--- src/rtl/seven_seg_interface_if.sv ---
// Host-side write channel of the seven-segment driver: value, mode and handshake.
interface seven_seg_interface_if;
  logic [31:0] data;
  logic        wen;
  logic        base;
  logic        rdy;
  logic        done;

  modport master (output data, wen, base, input rdy, done);
  modport slave  (input data, wen, base, output rdy, done);
endinterface

--- src/rtl/seven_seg_interface.sv ---
// Six-digit multiplexed common-anode display driver with hex and serial double-dabble decimal modes.
// Optional build macro LEADING_ZERO_BLANK_EN blanks digits above the most-significant nonzero digit.
module seven_seg_interface #(
  parameter int SCAN_DIV   = 50000,
  parameter int NUM_DIGITS = 6
) (
  input  logic                  clk,
  input  logic                  rst,
  seven_seg_interface_if.slave  bus,
  output logic [7:0]            leds_o,
  output logic [NUM_DIGITS-1:0] sels_o
);
  localparam int CNT_W = $clog2(SCAN_DIV);

  typedef enum logic [1:0] {S_IDLE, S_CONV, S_LOAD} state_t;

  function automatic logic [39:0] dabble_adj(input logic [39:0] b);
    logic [39:0] r;
    r = b;
    for (int i = 0; i < 10; i++) begin
      if (r[4*i +: 4] >= 4'd5) r[4*i +: 4] = r[4*i +: 4] + 4'd3;
    end
    return r;
  endfunction

  function automatic logic [7:0] seg_lut(input logic [3:0] n);
    case (n)
      4'h0: seg_lut = 8'hC0;  4'h1: seg_lut = 8'hF9;
      4'h2: seg_lut = 8'hA4;  4'h3: seg_lut = 8'hB0;
      4'h4: seg_lut = 8'h99;  4'h5: seg_lut = 8'h92;
      4'h6: seg_lut = 8'h82;  4'h7: seg_lut = 8'hF8;
      4'h8: seg_lut = 8'h80;  4'h9: seg_lut = 8'h90;
      4'hA: seg_lut = 8'h88;  4'hB: seg_lut = 8'h83;
      4'hC: seg_lut = 8'hC6;  4'hD: seg_lut = 8'hA1;
      4'hE: seg_lut = 8'h86;  default: seg_lut = 8'h8E;
    endcase
  endfunction

  state_t                     state_q, state_d;
  logic [31:0]                bin_q, bin_d;
  logic [39:0]                bcd_q, bcd_d;
  logic [4:0]                 step_q, step_d;
  logic                       hex_pend_q, hex_pend_d;
  logic [NUM_DIGITS-1:0][3:0] buf_q, buf_d;
  logic                       ovf_q, ovf_d;
  logic                       done_q, done_d;
  logic [CNT_W-1:0]           cnt_q, cnt_d;
  logic [2:0]                 idx_q, idx_d;
  logic [NUM_DIGITS-1:0]      sels_q, sels_d;
  logic [7:0]                 leds_q, leds_d;
  logic                       rdy;
  logic                       accept;
  logic [39:0]                bcd_adj;

  assign rdy      = (state_q == S_IDLE);
  assign accept   = bus.wen && rdy;
  assign bus.rdy  = rdy;
  assign bus.done = done_q;
  assign leds_o   = leds_q;
  assign sels_o   = sels_q;
  assign bcd_adj  = dabble_adj(bcd_q);

  // Write acceptance, conversion sequencing and display-buffer update
  always_comb begin
    state_d    = state_q;
    bin_d      = bin_q;
    bcd_d      = bcd_q;
    step_d     = step_q;
    hex_pend_d = 1'b0;
    buf_d      = buf_q;
    ovf_d      = ovf_q;
    done_d     = 1'b0;

    // bin_q holds the pending hex value one cycle, so a new write here can safely overwrite it
    if (hex_pend_q) begin
      buf_d  = bin_q[23:0];
      ovf_d  = |bin_q[31:24];
      done_d = 1'b1;
    end

    case (state_q)
      S_IDLE: begin
        if (accept) begin
          bin_d = bus.data;
          if (bus.base) begin
            hex_pend_d = 1'b1;
          end else begin
            bcd_d   = '0;
            step_d  = '0;
            state_d = S_CONV;
          end
        end
      end
      S_CONV: begin
        bcd_d  = {bcd_adj[38:0], bin_q[31]};
        bin_d  = {bin_q[30:0], 1'b0};
        step_d = step_q + 5'd1;
        if (step_q == 5'd31) state_d = S_LOAD;
      end
      S_LOAD: begin
        buf_d   = bcd_q[23:0];
        ovf_d   = |bcd_q[39:24];
        done_d  = 1'b1;
        state_d = S_IDLE;
      end
      default: state_d = S_IDLE;
    endcase
  end

  // Digit scan; segments are derived from the next-state buffer so leds and sels move together
  always_comb begin
    logic [3:0] digit;
    cnt_d = cnt_q + 1'b1;
    idx_d = idx_q;
    if (cnt_q == CNT_W'(SCAN_DIV - 1)) begin
      cnt_d = '0;
      idx_d = (idx_q == 3'(NUM_DIGITS - 1)) ? 3'd0 : idx_q + 3'd1;
    end
    sels_d = ~(NUM_DIGITS'(1) << idx_d);

    digit = buf_d[0];
    for (int i = 1; i < NUM_DIGITS; i++) begin
      if (idx_d == 3'(i)) digit = buf_d[i];
    end
    leds_d = seg_lut(digit);

`ifdef LEADING_ZERO_BLANK_EN
    begin
      logic hi_zero;
      hi_zero = 1'b1;
      for (int i = NUM_DIGITS - 1; i > 0; i--) begin
        if (hi_zero && (buf_d[i] == 4'd0)) begin
          if (idx_d == 3'(i)) leds_d = 8'hFF;
        end else begin
          hi_zero = 1'b0;
        end
      end
    end
`endif

    if (ovf_d) leds_d[7] = 1'b0;
  end

  always_ff @(posedge clk) begin
    if (rst) begin
      state_q    <= S_IDLE;
      hex_pend_q <= 1'b0;
      done_q     <= 1'b0;
      buf_q      <= '0;
      ovf_q      <= 1'b0;
      cnt_q      <= '0;
      idx_q      <= 3'd0;
      sels_q     <= ~NUM_DIGITS'(1);
      leds_q     <= 8'hC0;
    end else begin
      state_q    <= state_d;
      hex_pend_q <= hex_pend_d;
      done_q     <= done_d;
      buf_q      <= buf_d;
      ovf_q      <= ovf_d;
      cnt_q      <= cnt_d;
      idx_q      <= idx_d;
      sels_q     <= sels_d;
      leds_q     <= leds_d;
    end
  end

  always_ff @(posedge clk) begin
    bin_q  <= bin_d;
    bcd_q  <= bcd_d;
    step_q <= step_d;
  end
endmodule

--- src/flat_wrapper.sv ---
// flat-port wrapper written by rule: the top's interface ports become plain ports
module seven_seg_interface_flat 
#(
  parameter int SCAN_DIV   = 50000,
  parameter int NUM_DIGITS = 6
)
  (clk, rst, leds_o, sels_o, bus_data, bus_wen, bus_base, bus_rdy, bus_done);
  seven_seg_interface_if bus_i ();
  input  logic clk;
  input  logic rst;
  output logic [7:0] leds_o;
  output logic [NUM_DIGITS-1:0] sels_o;
  input wire logic [$bits(bus_i.data)-1:0] bus_data;
  input wire logic [$bits(bus_i.wen)-1:0] bus_wen;
  input wire logic [$bits(bus_i.base)-1:0] bus_base;
  output wire logic [$bits(bus_i.rdy)-1:0] bus_rdy;
  output wire logic [$bits(bus_i.done)-1:0] bus_done;
  assign bus_i.data = bus_data;
  assign bus_i.wen = bus_wen;
  assign bus_i.base = bus_base;
  assign bus_rdy = bus_i.rdy;
  assign bus_done = bus_i.done;
  seven_seg_interface #(.SCAN_DIV(SCAN_DIV), .NUM_DIGITS(NUM_DIGITS)) u_core (.clk(clk), .rst(rst), .bus(bus_i), .leds_o(leds_o), .sels_o(sels_o));
endmodule
--- config.mk ---
export PLATFORM = sky130hd
export DESIGN_NAME = seven_seg_interface_flat
export DESIGN_NICKNAME = d
export VERILOG_FILES = /design/src/rtl/seven_seg_interface_if.sv /design/src/rtl/seven_seg_interface.sv /design/src/flat_wrapper.sv
export SDC_FILE = /design/constraint.sdc
export NUM_CORES = 1
export LEC_CHECK = 0
export CORE_UTILIZATION = 45
export CTS_BUF_LIST = sky130_fd_sc_hd__clkbuf_4 sky130_fd_sc_hd__clkbuf_8
export DETAILED_ROUTE_END_ITERATION = 10
export GPL_ROUTABILITY_DRIVEN = 0
export GPL_TIMING_DRIVEN = 0
export SETUP_SLACK_MARGIN = 0.05
export SLEW_MARGIN = 30
export SYNTH_ARGS = -nofsm -noshare
export SYNTH_HDL_FRONTEND = slang
export SYNTH_SLANG_ARGS = --single-unit
--- constraint.sdc ---
create_clock -name clk -period 5.4 [get_ports clk]
set_input_delay 0.54 -clock clk [delete_from_list [all_inputs] [get_ports clk]]
set_output_delay 0.54 -clock clk [all_outputs]
set_load 0.05 [all_outputs]
==> flow_results.org, run 1 <==
** STA
- Slew HR :: around 51%
- Post-route clock period utilization :: 63.7%
- For the final database, setup skew stands at 0.0192 ns.
- Achievable Freq :: 291 MHz
- Setup repair after global routing left no endpoint under its margin.
- The worst path needs 3.44 ns of the cycle, external delays included.
- Summed over all failing endpoints, the final setup total negative slack is 0 ns.
- The number of pins exceeding their max-slew limit in the final report was 0.
- The total count of hold-check failures in the final report is 0.
- Actual slew at the worst max-slew pin :: 0.731 ns
- Final number of setup-violating endpoints :: 0
- Setup slack on the critical path of the routed design comes to 1.96 ns.

** Clock tree
- Source-to-sink clock delay at the later pin of the worst-skew pair :: 0.45 ns
- Maximum level of the CTS H-tree :: 4
- Post-cts resize count :: 0
- In this run, CTS created clock tree buffers numbering 17.
- CTS tree :: built
- Buffers from clock root to sink, at most :: 2
- The number of setup buffers added after CTS is 0.
- Clock Sinks :: 139
- Clk root buf :: clkbuf_8
- Clock-pin slew was measured on the worst setup and hold paths at about 0.080 ns.
- Hold buffer count at cts :: 0

** Route
- Dividing the detail-routed wire length by the instance count gives roughly 17 um.
- DRC :: 0
- Number of violations reported at the end of detailed-routing iteration 0 :: 375
- The routed design has 17200 um of wire.
- For this run, the detailed router's first-pass iteration total came to 5.
- The count of nets left with antenna violations once routing finished came out at 0.
- Vias after detailed routing :: 5468
- After detailed routing, the number of vias per cell comes to 5.45.

** Critical path
- The number of buffers and inverters on the critical path is 3.
- The critical path is of the reg2reg type.
- STA classifies the critical path startpoint as a register.
- Critical Path, Cell by Cell :: nand2b_2 -> buf_6 -> buf_6 -> mux2i_1 -> mux2i_1 -> a2111oi_2 -> o221ai_1 -> nand2_1 -> inv_1 -> ha_1 -> nor3_1 -> a211oi_1 -> a211oi_1
- Highest cell delay on the worst timing path :: 0.45 ns
- Critical path endpoint category :: register
- Arrival time worst endpoint :: 3.78 ns
- On the critical path the largest part of the delay comes from compound AO/OA/AOI/OAI gates.
- Among all stages on the critical path, the largest delay is contributed by dfxtp_1.
- Setup slack on the worst reg-to-reg path comes out at 1.96 ns.
- Required time of the worst setup path :: 5.74 ns
- CP max FO :: 10

** Finish
- Number of filler instances in the final layout :: about 1500
- Antenna diode instance count :: 0
- Layout cells sized above 1 :: 14.1%
- Measured on the finished design, the core utilization comes to 54.2%.
- Relative to the synthesized area, the layout overhead comes to 17.2%.
- Number of nets in the finished design :: 843

** GRT
- Maximum number of pins on one net before global-route repair :: 22
- Number of antenna violations at the first check in global routing :: 0
- Global-route wire length before repair :: 27800 um
- Global routing finished with a remaining overflow of 0.
- GRT Resource Usage Total :: 21.9%
- Number of global-route vias before repair :: 5407

** Power and ir drop
- Leakage Power :: 0.00327 uW
- Dividing total power by cell area gives a power density of 280 nW/um2.
- VDD sags by at most between 150 and 200 uV.
- After layout, the design draws a total of 2410 uW.

** Placed design
- Place WS :: 2.01 ns
- Detailed placement finished with a half-perimeter wire length of between 10000 and 15000 um.
- Number of I/O port buffers :: 50

** Floorplanning
- Total Die Area :: around 17000 um2
- Die span in y :: 130 um
- Once the floorplan was initialized, standard cells occupied about 46% of the core.
- Measured along the x axis, the die boundary spans 130 um.
- 52 I/O pins were placed.
- Placeable core region :: 15900 um2
- Site Rows :: 46

** Synth
- Count of state elements after synthesis :: 139
- The number of nets in the synthesized netlist is 769.
- In this run, synthesis inferred 77 flip-flops with an integrated enable.
- Primary FF master, synth :: edfxtp_1
- After synthesis, flip-flops and latches occupy 48.4% of the total area.
- Mean area per synthesized cell :: 10.5 um2
- For this run, the number of Yosys warnings is 0.
- After technology mapping, the gate count stands at 701.
- Post-synthesis instance area :: approximately 7300 um2
- The synthesized netlist contains 70 unique library cells.
- In the synthesized netlist the async set-or-reset flop fraction comes to 0%.

** Run
- Maxcap violations :: 0

** Worst hold path
- In this run the worst hold path is classified as reg2reg.

** Run status
- The flow ran to the end, and the final reports show no timing, DRC or antenna violations.
per-layer routing:
layer | vias to the layer above | track usage, % | share of wire [%]
met3 | 24 | 5.29 | 4.4
met1 | 2659 | 27.0 | 43
met4 | 0 | 7.93 | 2.1
li1 | 2656 | - | -
met5 | - | 0 | 0
met2 | 129 | 37.3 | 50
placed cells by master, fill, tap and decap left out, types with 16 or more instances in the layout:
cell | Yosys | final
clkdlybuf4s50_1 | 0 | 50
o21ai_0 | 19 | 19
mux2i_1 | 30 | 30
inv_1 | 31 | 31
nand2_1 | 44 | 44
xnor2_1 | 19 | 19
nor3_1 | 16 | 16
clkbuf_1 | 16 | 16
xor2_1 | 16 | 16
a21oi_1 | 42 | 42
dfxtp_1 | 62 | 62
nand3_1 | 17 | 17
clkbuf_8 | 0 | 19
edfxtp_1 | 77 | 77
mux2_2 | 45 | 45
ha_1 | 32 | 32
nor2_1 | 98 | 97
layout make-up:
class | instances | area (um2) | area share, %
inverters | 31 | 116 | 1.35
well taps | 216 | 270 | 3.14
clock buffers | 24 | 299 | 3.48
repair buffers | 55 | 577 | 6.70
flip-flops and latches | 139 | 3550 | 41.3
multi-input cells | 499 | 3510 | 40.8
clock inverters | 8 | 93.8 | 1.09
plain buffers | 32 | 180 | 2.09
cells in the mapped netlist (6+ instances only):
master / instances / share of area [%]
xnor2_1: 19 / 2.3
clkbuf_1: 16 / 0.82
inv_1: 31 / 1.6
nand2b_1: 13 / 1.1
a21oi_1: 42 / 2.9
nand3_1: 17 / 1.2
mux2_2: 45 / 6.9
o21ai_0: 19 / 1.3
mux2i_1: 30 / 4.1
xor2_1: 16 / 1.9
and3_1: 6 / 0.51
buf_6: 7 / 1.1
nor2_1: 98 / 5.0
ha_1: 32 / 5.5
dfxtp_1: 62 / 17
edfxtp_1: 77 / 31
nand2_1: 44 / 2.2
a211oi_1: 6 / 0.61
nand4_1: 6 / 0.51
nor2b_1: 13 / 1.1
nor3_1: 16 / 1.1
through the flow:
stage | cell area, um2 | hold slack [ns] | instances
floorplan | 7340 | 0.413 | 701
global placement | 8110 | 0.429 | 967
detailed placement | 8210 | 0.442 | 972
CTS | 8600 | 0.453 | 1004
global route | 8600 | 0.479 | 1004
finish | 8600 | 0.447 | 1004
worst paths after layout:
check / end / cells past startpoint / startpoint
min: u_core.cnt_q[0] / 1 / u_core.cnt_q[0]
min reg2reg: u_core.cnt_q[0] / 1 / u_core.cnt_q[0]
max: u_core.leds_o[3] / 13 / u_core.state_q[0]
max reg2reg: u_core.leds_o[3] / 13 / u_core.state_q[0]
registers in the layout (all words and copies together), names as in the netlist:
name,count
u_core.cnt_q,16
u_core.leds_o,8
u_core.step_q,5
u_core.sels_o,6
u_core.idx_q,3
u_core.hex_pend_q,1
u_core.ovf_q,1
u_core.bus.done,1
u_core.buf_q,24
u_core.bin_q,32
u_core.state_q,2
u_core.bcd_q,40
cells by family after synthesis:
group,after synthesis,synth area share [%]
and+or+nand+nor,243,16.0
DFF,139,48.4
AOI/OAI and AO/OA,106,9.54
muxes,80,11.9
buffers and inverters,63,4.04
xor gates and xnor gates,35,4.17
adders and majority gates,35,5.88
power breakdown:
group / internal (uW) / leakage (uW) / switching, uW
Clock: 457 / 0.000201 / 390
Sequential: 1190 / 0.00127 / 45.4
Combinational: 144 / 0.00180 / 175
(Power assumes the default switching activity.)
==> inputs of run 2 (changes only) <==
==> constraint.sdc (replaced) <==
create_clock -name clk -period 3.28 [get_ports clk]
set_input_delay 0.328 -clock clk [delete_from_list [all_inputs] [get_ports clk]]
set_output_delay 0.328 -clock clk [all_outputs]
set_load 0.05 [all_outputs]
==> run 2 against run 1 <==
Register-to-register slack lost 1.8 ns. Sequential share of layout area shrank 0.79 points. Die area is the same. Clock skew shrank 0.0058 ns. Non-clock buffer count grew 9. Count of clock-buffer cells in the layout shrank 5. Final cell count grew 0.90%. Clock power grew 77%. Power grew 70%. Critical path depth shrank 1. Worst setup slack lost 1.8 ns. Critical path type unchanged.
==> flow_results.org, run 2 (synthesis results as in run 1) <==
** Run status
- Outcome :: finished clean

** GRT
- The total routing resource utilization after global routing was 21.7% (-0.20 points).
- The global routing met3 resource utilization was 3.94% (-1.4 points).
- In this run the most used layer during global routing was met2.
- Met2 track demand over resource in global routing :: 37.2% (-0.19 points)
- Total congestion overflow :: 0 (unchanged)
- The via count of the first global-routing pass came to 5377 (-0.55%).
- The global-route wire length before repair was 27400 um (-1.7%).
- The routing usage on met1 came to 26.7% (-0.28 points).
- The number of antenna violations at the first check in global routing was 0 (unchanged).
- The maximum number of pins on one net before global-route repair came to 22 (unchanged).

** Finish
- The register with the most flip-flops in the final layout is u_core.bcd_q.
- Synthesis-to-layout area growth :: 19.6%
- Antenna diode instance count :: 0 (unchanged)
- Total non-filler cell area in the finished layout :: 8780 um2 (+2.1%)
- Layout cells sized above 1 :: 16.7% (+2.6 points)
- In the final layout, the registers with the most flip-flops are u_core.bcd_q: 40 flops, u_core.bin_q: 32 flops, u_core.buf_q: 24 flops.
- Commonest non-fill, non-tap cell in the layout :: nor2_1
- The count of placed standard cells in the final layout, fillers left out came to 1013 (+0.90%).
- The number of flip-flops in the largest register came to 40 (unchanged).
- The net total in the final layout is 852 (+1.1%).
- In the layout the commonest cells are nor2_1, edfxtp_1, dfxtp_1.

** STA
- The peak clock frequency supported by timing was 323 MHz (+11%).
- The part of the cycle the worst path needs came to 94.5% (+31 points).
- Worst hold slack :: 0.415 ns (-0.0318 ns)
- The maximum clock skew at final layout was 0.0134 ns (-0.00581 ns).
- The number of pins exceeding their max-slew limit in the final report came to 0 (unchanged).
- The worst relative slew slack came to 50.9% (-0.38 points).
- Actual slew at the worst max-slew pin :: 0.736 ns (+0.00563 ns)
- The total count of hold-check failures in the final report was 0 (unchanged).
- The count of endpoints failing setup in the final report was 0 (unchanged).
- The sum of negative setup slack was 0 ns (unchanged).
- Unrepaired setup endpoints after global routing :: false
- The minimum clock period is 3.10 ns (-0.340 ns).

** Critical path
- In this run the critical register-to-register path is captured at u_core.leds_o[6].
- The worst-case register-to-register setup slack is 0.18 ns (-1.78 ns).
- Depth of the worst register-to-register path :: 12 (-1)
- Kind of critical path :: reg2reg
- Critical path endpoint category :: register
- Endpoint of the most critical setup path :: u_core.leds_o[6]
- Worst setup startpoint :: u_core.state_q[0]
- CP max FO :: 10 (unchanged)
- Arrival time worst endpoint :: 3.43 ns (-0.35 ns)
- Required time of the worst setup path :: 3.61 ns (-2.13 ns)
- Critical Path Source Type :: register
- In this run the critical register-to-register path is launched from u_core.state_q[0].

** Route
- Antenna Nets Post-Route :: 0 (unchanged)
- The first-pass detailed-route iteration total is 5 (unchanged).
- The via count of the routed design was 5461 (-0.13%).
- Avg WL per Cell :: 16.9 um (-1.4%)
- The mean number of vias per cell was 5.39 (-1.0%).
- The post-route DRC violation count was 0 (unchanged).
- The DRC violation total after the first TritonRoute iteration came to 251 (-33%).
- Final wirelength :: 17100 um (-0.51%)

** Placed design
- Number of placed cells counting well taps :: 973 (+0.10%)
- Placed wire-length estimate after detailed placement :: 12700 um (-0.97%)
- The port buffer count came to 50 (unchanged).
- Cell area after placement :: 8210 um2 (unchanged)

** Clock tree
- The source-to-sink clock delay at the later pin of the worst-skew pair was 0.45 ns (about the same).
- Clk root buf :: clkbuf_8
- CTS tree :: built
- The number of sinks driven by the clock tree came to 139 (unchanged).
- The clock transition at the registers of the reported paths is 0.08 ns (about the same).
- The maximum count of clock buffers along a single path came to 2 (unchanged).
- The H-tree depth is 4 (unchanged).
- The CTS buffer count is 17 (unchanged).

** Worst hold path
- Class of the most critical hold timing path :: reg2reg

** Power and ir drop
- The leakage component of the power was 0.00332 uW (+1.6%).
- The total chip power was 4080 uW (+70%).
- Peak ir drop on the vdd network :: 363 uV (+84%)
- The cell area power density was 465 nW/um2 (+66%).

** Floorplanning
- The die outline width is 130 um (unchanged).
- The height of the chip is 130 um (unchanged).
- The starting density of the core was 46.2% (unchanged).
- Boundary pin count :: 52 (unchanged)
- The area inside the core boundary was 15900 um2 (unchanged).
- Site Rows :: 46 (unchanged)
- Total Die Area :: 16800 um2 (unchanged)

** Run
- Maxcap violations :: 0 (unchanged)
## run 2: cell types whose count changed in the layout (fill, tap and decap cells not counted), sizes merged
cell      delta
buf          +8
clkinvlp     -1
clkinv       +4
bufinv       +2
clkbuf       -4
## run 2: layout make-up
class	count	area, um2
sequential	139	3560
timing repair buffer	64	637
tap	216	270
fill	1421	7110
inverter	31	116
clock inverter	13	175
buffer	32	198
multi-input combinational	499	3580
clock buffer	19	249
## run 2: worst min path at each step
stage                     from         endpoint  slack, ns  cells past startpoint
3_3_place_gp   u_core.cnt_q[0]  u_core.cnt_q[0]       0.43                      1
6_report       u_core.cnt_q[0]  u_core.cnt_q[0]       0.42                      1
2_1_floorplan  u_core.cnt_q[0]  u_core.cnt_q[0]       0.41                      1
4_1_cts        u_core.cnt_q[0]  u_core.cnt_q[0]       0.46                      1
3_5_place_dp   u_core.cnt_q[0]  u_core.cnt_q[0]       0.45                      1
5_1_grt        u_core.cnt_q[0]  u_core.cnt_q[0]       0.44                      1
## run 2: report_power, final
group | leakage [uW] | internal (uW) | switching, uW
registers | 0.00127 | 1970 | 75.2
logic | 0.00183 | 245 | 294
clock network | 0.000220 | 838 | 663
## run 2: per-layer routing
| metal | wire [um] | vias to the layer above |
|---|---|---|
| met1 | 7300 | 2622 |
| met4 | 421 | 0 |
| li1 | - | 2663 |
| met3 | 884 | 33 |
| met2 | 8500 | 143 |
| met5 | 0 | - |
## run 2: critical path, cell delays in order, from the launching register on
cell	delay (ns)
dfxtp_2	0.39
nand2b_4	0.19
buf_8	0.18
buf_8	0.20
mux2i_4	0.30
mux2i_1	0.13
a2111oi_2	0.37
o221ai_1	0.19
nand2_2	0.16
inv_1	0.10
ha_1	0.20
mux2_4	0.25
a211o_1	0.28
## run 2: metrics by stage
| stage | utilization (%) | setup WS [ns] |
|---|---|---|
| 5_1_grt | 55.3 | 0.0282 |
| 6_report | 55.3 | 0.181 |
| 3_3_place_gp | 51.1 | -0.887 |
| 4_1_cts | 54.5 | 0.0363 |
| 3_5_place_dp | 51.7 | -0.0525 |
| 2_1_floorplan | - | 0.179 |
## run 2: what timing repair did
item / CTS / global route
pin swaps: 1 / 5
hold endpoints to repair: 0 / 0
resized for setup: 4 / 18
endpoints found under the setup margin: 2 / 7
setup buffers: 1 / 7
gates cloned: 0 / 0
hold buffers: 0 / 0
==> inputs of run 3 (changes only) <==
--- a/config.mk
+++ b/config.mk
@@ -5,11 +5,14 @@
 export SDC_FILE = /design/constraint.sdc
 export NUM_CORES = 1
 export LEC_CHECK = 0
-export CORE_UTILIZATION = 45
+export CELL_PAD_IN_SITES_DETAIL_PLACEMENT = 0
+export CELL_PAD_IN_SITES_GLOBAL_PLACEMENT = 2
+export CORE_UTILIZATION = 40
 export CTS_BUF_LIST = sky130_fd_sc_hd__clkbuf_4 sky130_fd_sc_hd__clkbuf_8
 export DETAILED_ROUTE_END_ITERATION = 10
 export GPL_ROUTABILITY_DRIVEN = 0
 export GPL_TIMING_DRIVEN = 0
+export PLACE_DENSITY_LB_ADDON = 0.1
 export SETUP_SLACK_MARGIN = 0.05
 export SLEW_MARGIN = 30
 export SYNTH_ARGS = -nofsm -noshare
==> run 3 against run 2 <==
Sequential cell count unchanged. Utilization down 6.6 points. Largest power group unchanged. Worst setup slack worse by 0.031 ns. Maximum frequency down 0.98%. Highest routed layer unchanged. Largest cell class unchanged. Sequential power about the same. Clock power down 12%.
==> flow_results.org, run 3 (synthesis results as in run 1) <==
** Run status
- Outcome :: finished clean

** STA
- Fin Clk Skew :: 0.0124 ns (-0.00104 ns)
- The number of pins exceeding their max-slew limit in the final report was 0 (unchanged).
- Crit path setup slack, layout :: 0.150 ns (-0.0308 ns)
- Min Tclk post-route :: 3.13 ns (+0.0308 ns)
- Slew HR :: 53.3% (+2.4 points)
- Count of final hold-check violations :: 0 (unchanged)
- The count of endpoints failing setup in the final report came to 0 (unchanged).
- Achievable Freq :: 320 MHz (-0.98%)
- The part of the cycle the worst path needs came to 95.4% (+0.94 points).
- Final TNS setup :: 0 ns (unchanged)
- Setup repair after global routing left no endpoint under its margin.
- The slew at the pin with the worst max-slew slack was 0.701 ns (-0.0356 ns).

** Power and ir drop
- Leakage Power :: 0.00328 uW (-1.2%)
- Areal power density over the cells :: 447 nW/um2 (-3.9%)
- Peak ir drop on the vdd network :: 218 uV (-40%)
- Post-layout power :: 3910 uW (-4.2%)

** Floorplanning
- The cell row count is 49 (+6.5%).
- Boundary pin count :: 52 (unchanged)
- The starting density of the core was 40.9% (-5.3 points).
- Die Width :: 137 um (+6.0%)
- Total Die Area :: 18900 um2 (+12%)
- The height of the chip is 137 um (+6.0%).
- The area inside the core boundary came to 18000 um2 (+13%).

** Clock tree
- The clock transition at the registers of the reported paths came to 0.08 ns (about the same).
- The H-tree depth was 4 (unchanged).
- The number of sinks driven by the clock tree is 139 (unchanged).
- Hold buffer count at cts :: 0 (unchanged)
- The CTS buffer count came to 17 (unchanged).
- TritonCTS built the clock tree.
- Source-to-sink clock delay at the later pin of the worst-skew pair :: 0.44 ns (about the same)
- Buffers from clock root to sink, at most :: 2 (unchanged)
- The cell sitting at the root of the clock tree is a clkbuf_8.

** Finish
- Highest-count cells in the layout ignoring fill and taps :: nor2_1, edfxtp_1, dfxtp_1
- The count of placed standard cells in the final layout, fillers left out is 1020 (+0.69%).
- Number of nets in the finished design :: 846 (-0.70%)
- Commonest non-fill, non-tap cell in the layout :: nor2_1
- Layout cells sized above 1 :: 17.1% (+0.38 points)
- Synthesis-to-layout area growth :: 19.1%
- The antenna cell count came to 0 (unchanged).
- The final instance area came to 8750 um2 (-0.36%).
- Largest registers in the final layout :: u_core.bcd_q: 40 flops, u_core.bin_q: 32 flops, u_core.buf_q: 24 flops
- Top register by number of flip-flops :: u_core.bcd_q
- The number of flip-flops in the largest register is 40 (unchanged).

** GRT
- Global-route wire length before repair :: 28200 um (+3.1%)
- Maximum number of pins on one net before global-route repair :: 24 (+9.1%)
- Total congestion overflow :: 0 (unchanged)
- GRT Resource Usage Total :: 20.1% (-1.6 points)
- Number of global-route vias before repair :: 5242 (-2.5%)
- The number of antenna violations at the first check in global routing is 0 (unchanged).

** Placed design
- The port buffer count is 50 (unchanged).
- Placed wire-length estimate after detailed placement :: 13200 um (+3.9%)
- Cell area after placement :: 8220 um2 (about the same)
- The post-placement worst setup slack came to -0.115 ns (-0.0625 ns).
- Number of placed cells counting well taps :: 984 (+1.1%)

** Critical path
- The largest fanout on the critical path is 10 (unchanged).
- Critical Path Source Type :: register
- The required time of the critical path is 3.61 ns (about the same).
- Kind of critical path :: reg2reg
- STA classifies the critical path endpoint as a register.
- Arrival time worst endpoint :: 3.46 ns (+0.03 ns)

** Route
- The mean number of vias per cell was 5.24 (-2.8%).
- The first-pass detailed-route iteration total was 5 (unchanged).
- The DRC violation total after the first TritonRoute iteration was 338 (+35%).
- Antenna Nets Post-Route :: 0 (unchanged)
- Avg WL per Cell :: 17.5 um (+4.0%)
- The post-route DRC violation count came to 0 (unchanged).
- The routed wire length came to 17900 um (+4.7%).
- The via count of the routed design is 5346 (-2.1%).

** Worst hold path
- The path class of the tightest hold or removal check is reg2reg.

** Run
- Maxcap violations :: 0 (unchanged)
## run 3: changes by cell type in the layout (fill, tap and decap cells not counted), moves of 2 or more
cell,before,now
buf_4,8,4
buf_6,10,8
bufinv_16,4,1
clkinv_2,6,3
ha_1,32,30
inv_4,0,4
## run 3: per-stage QoR
step | utilization, % | hold slack (ns)
4_1_cts | 47.9 | 0.459
3_5_place_dp | 45.7 | 0.440
3_3_place_gp | 45.3 | 0.429
5_1_grt | 48.7 | 0.450
2_1_floorplan | - | 0.413
6_report | 48.7 | 0.418
## run 3: metal layers
layer | vias to the layer above | part of all wire [%] | track usage (%) | wire [um]
met5 | - | 0 | 0 | 0
met4 | 0 | 2.0 | 6.35 | 353
met3 | 22 | 3.4 | 4.16 | 616
met2 | 93 | 49 | 33.6 | 8830
met1 | 2579 | 45 | 25.9 | 8100
li1 | 2652 | - | - | -
## run 3: timing repair
action	4_1_cts	5_1_grt
pin swaps	1	5
setup buffers	2	2
setup endpoints to repair	5	7
gates resized for setup	2	28
gates cloned	0	0
## run 3: layout make-up
cell class / instances / area, um2
Multi-Input combinational cell: 499 / 3630
Sequential cell: 139 / 3560
Fill cell: 1679 / 9220
Inverter: 31 / 116
Buffer: 32 / 194
Timing Repair Buffer: 58 / 596
Tap cell: 229 / 287
Clock inverter: 11 / 95.1
Clock buffer: 21 / 270
## run 3: where the power goes
part | internal [uW] | switching, uW
Clock | 644 | 681
Combinational | 244 | 296
Sequential | 1970 | 78.5
## run 3: worst paths after layout
kind	start	slack [ns]	depth (start not counted)	to
min	u_core.cnt_q[0]	0.42	1	u_core.cnt_q[0]
min reg2reg	u_core.cnt_q[0]	0.42	1	u_core.cnt_q[0]
max	u_core.state_q[0]	0.15	12	u_core.leds_o[6]
max reg2reg	u_core.state_q[0]	0.15	12	u_core.leds_o[6]
## run 3: worst max-delay path: stages, from the launching register on
cell       delay [ns]
dfxtp_2          0.39
nand2b_2         0.20
buf_6            0.20
buf_8            0.21
mux2i_4          0.35
mux2i_4          0.12
a2111oi_4        0.38
o221ai_2         0.16
nand2_2          0.17
inv_2            0.08
ha_1             0.21
mux2_4           0.26
a211o_1          0.28
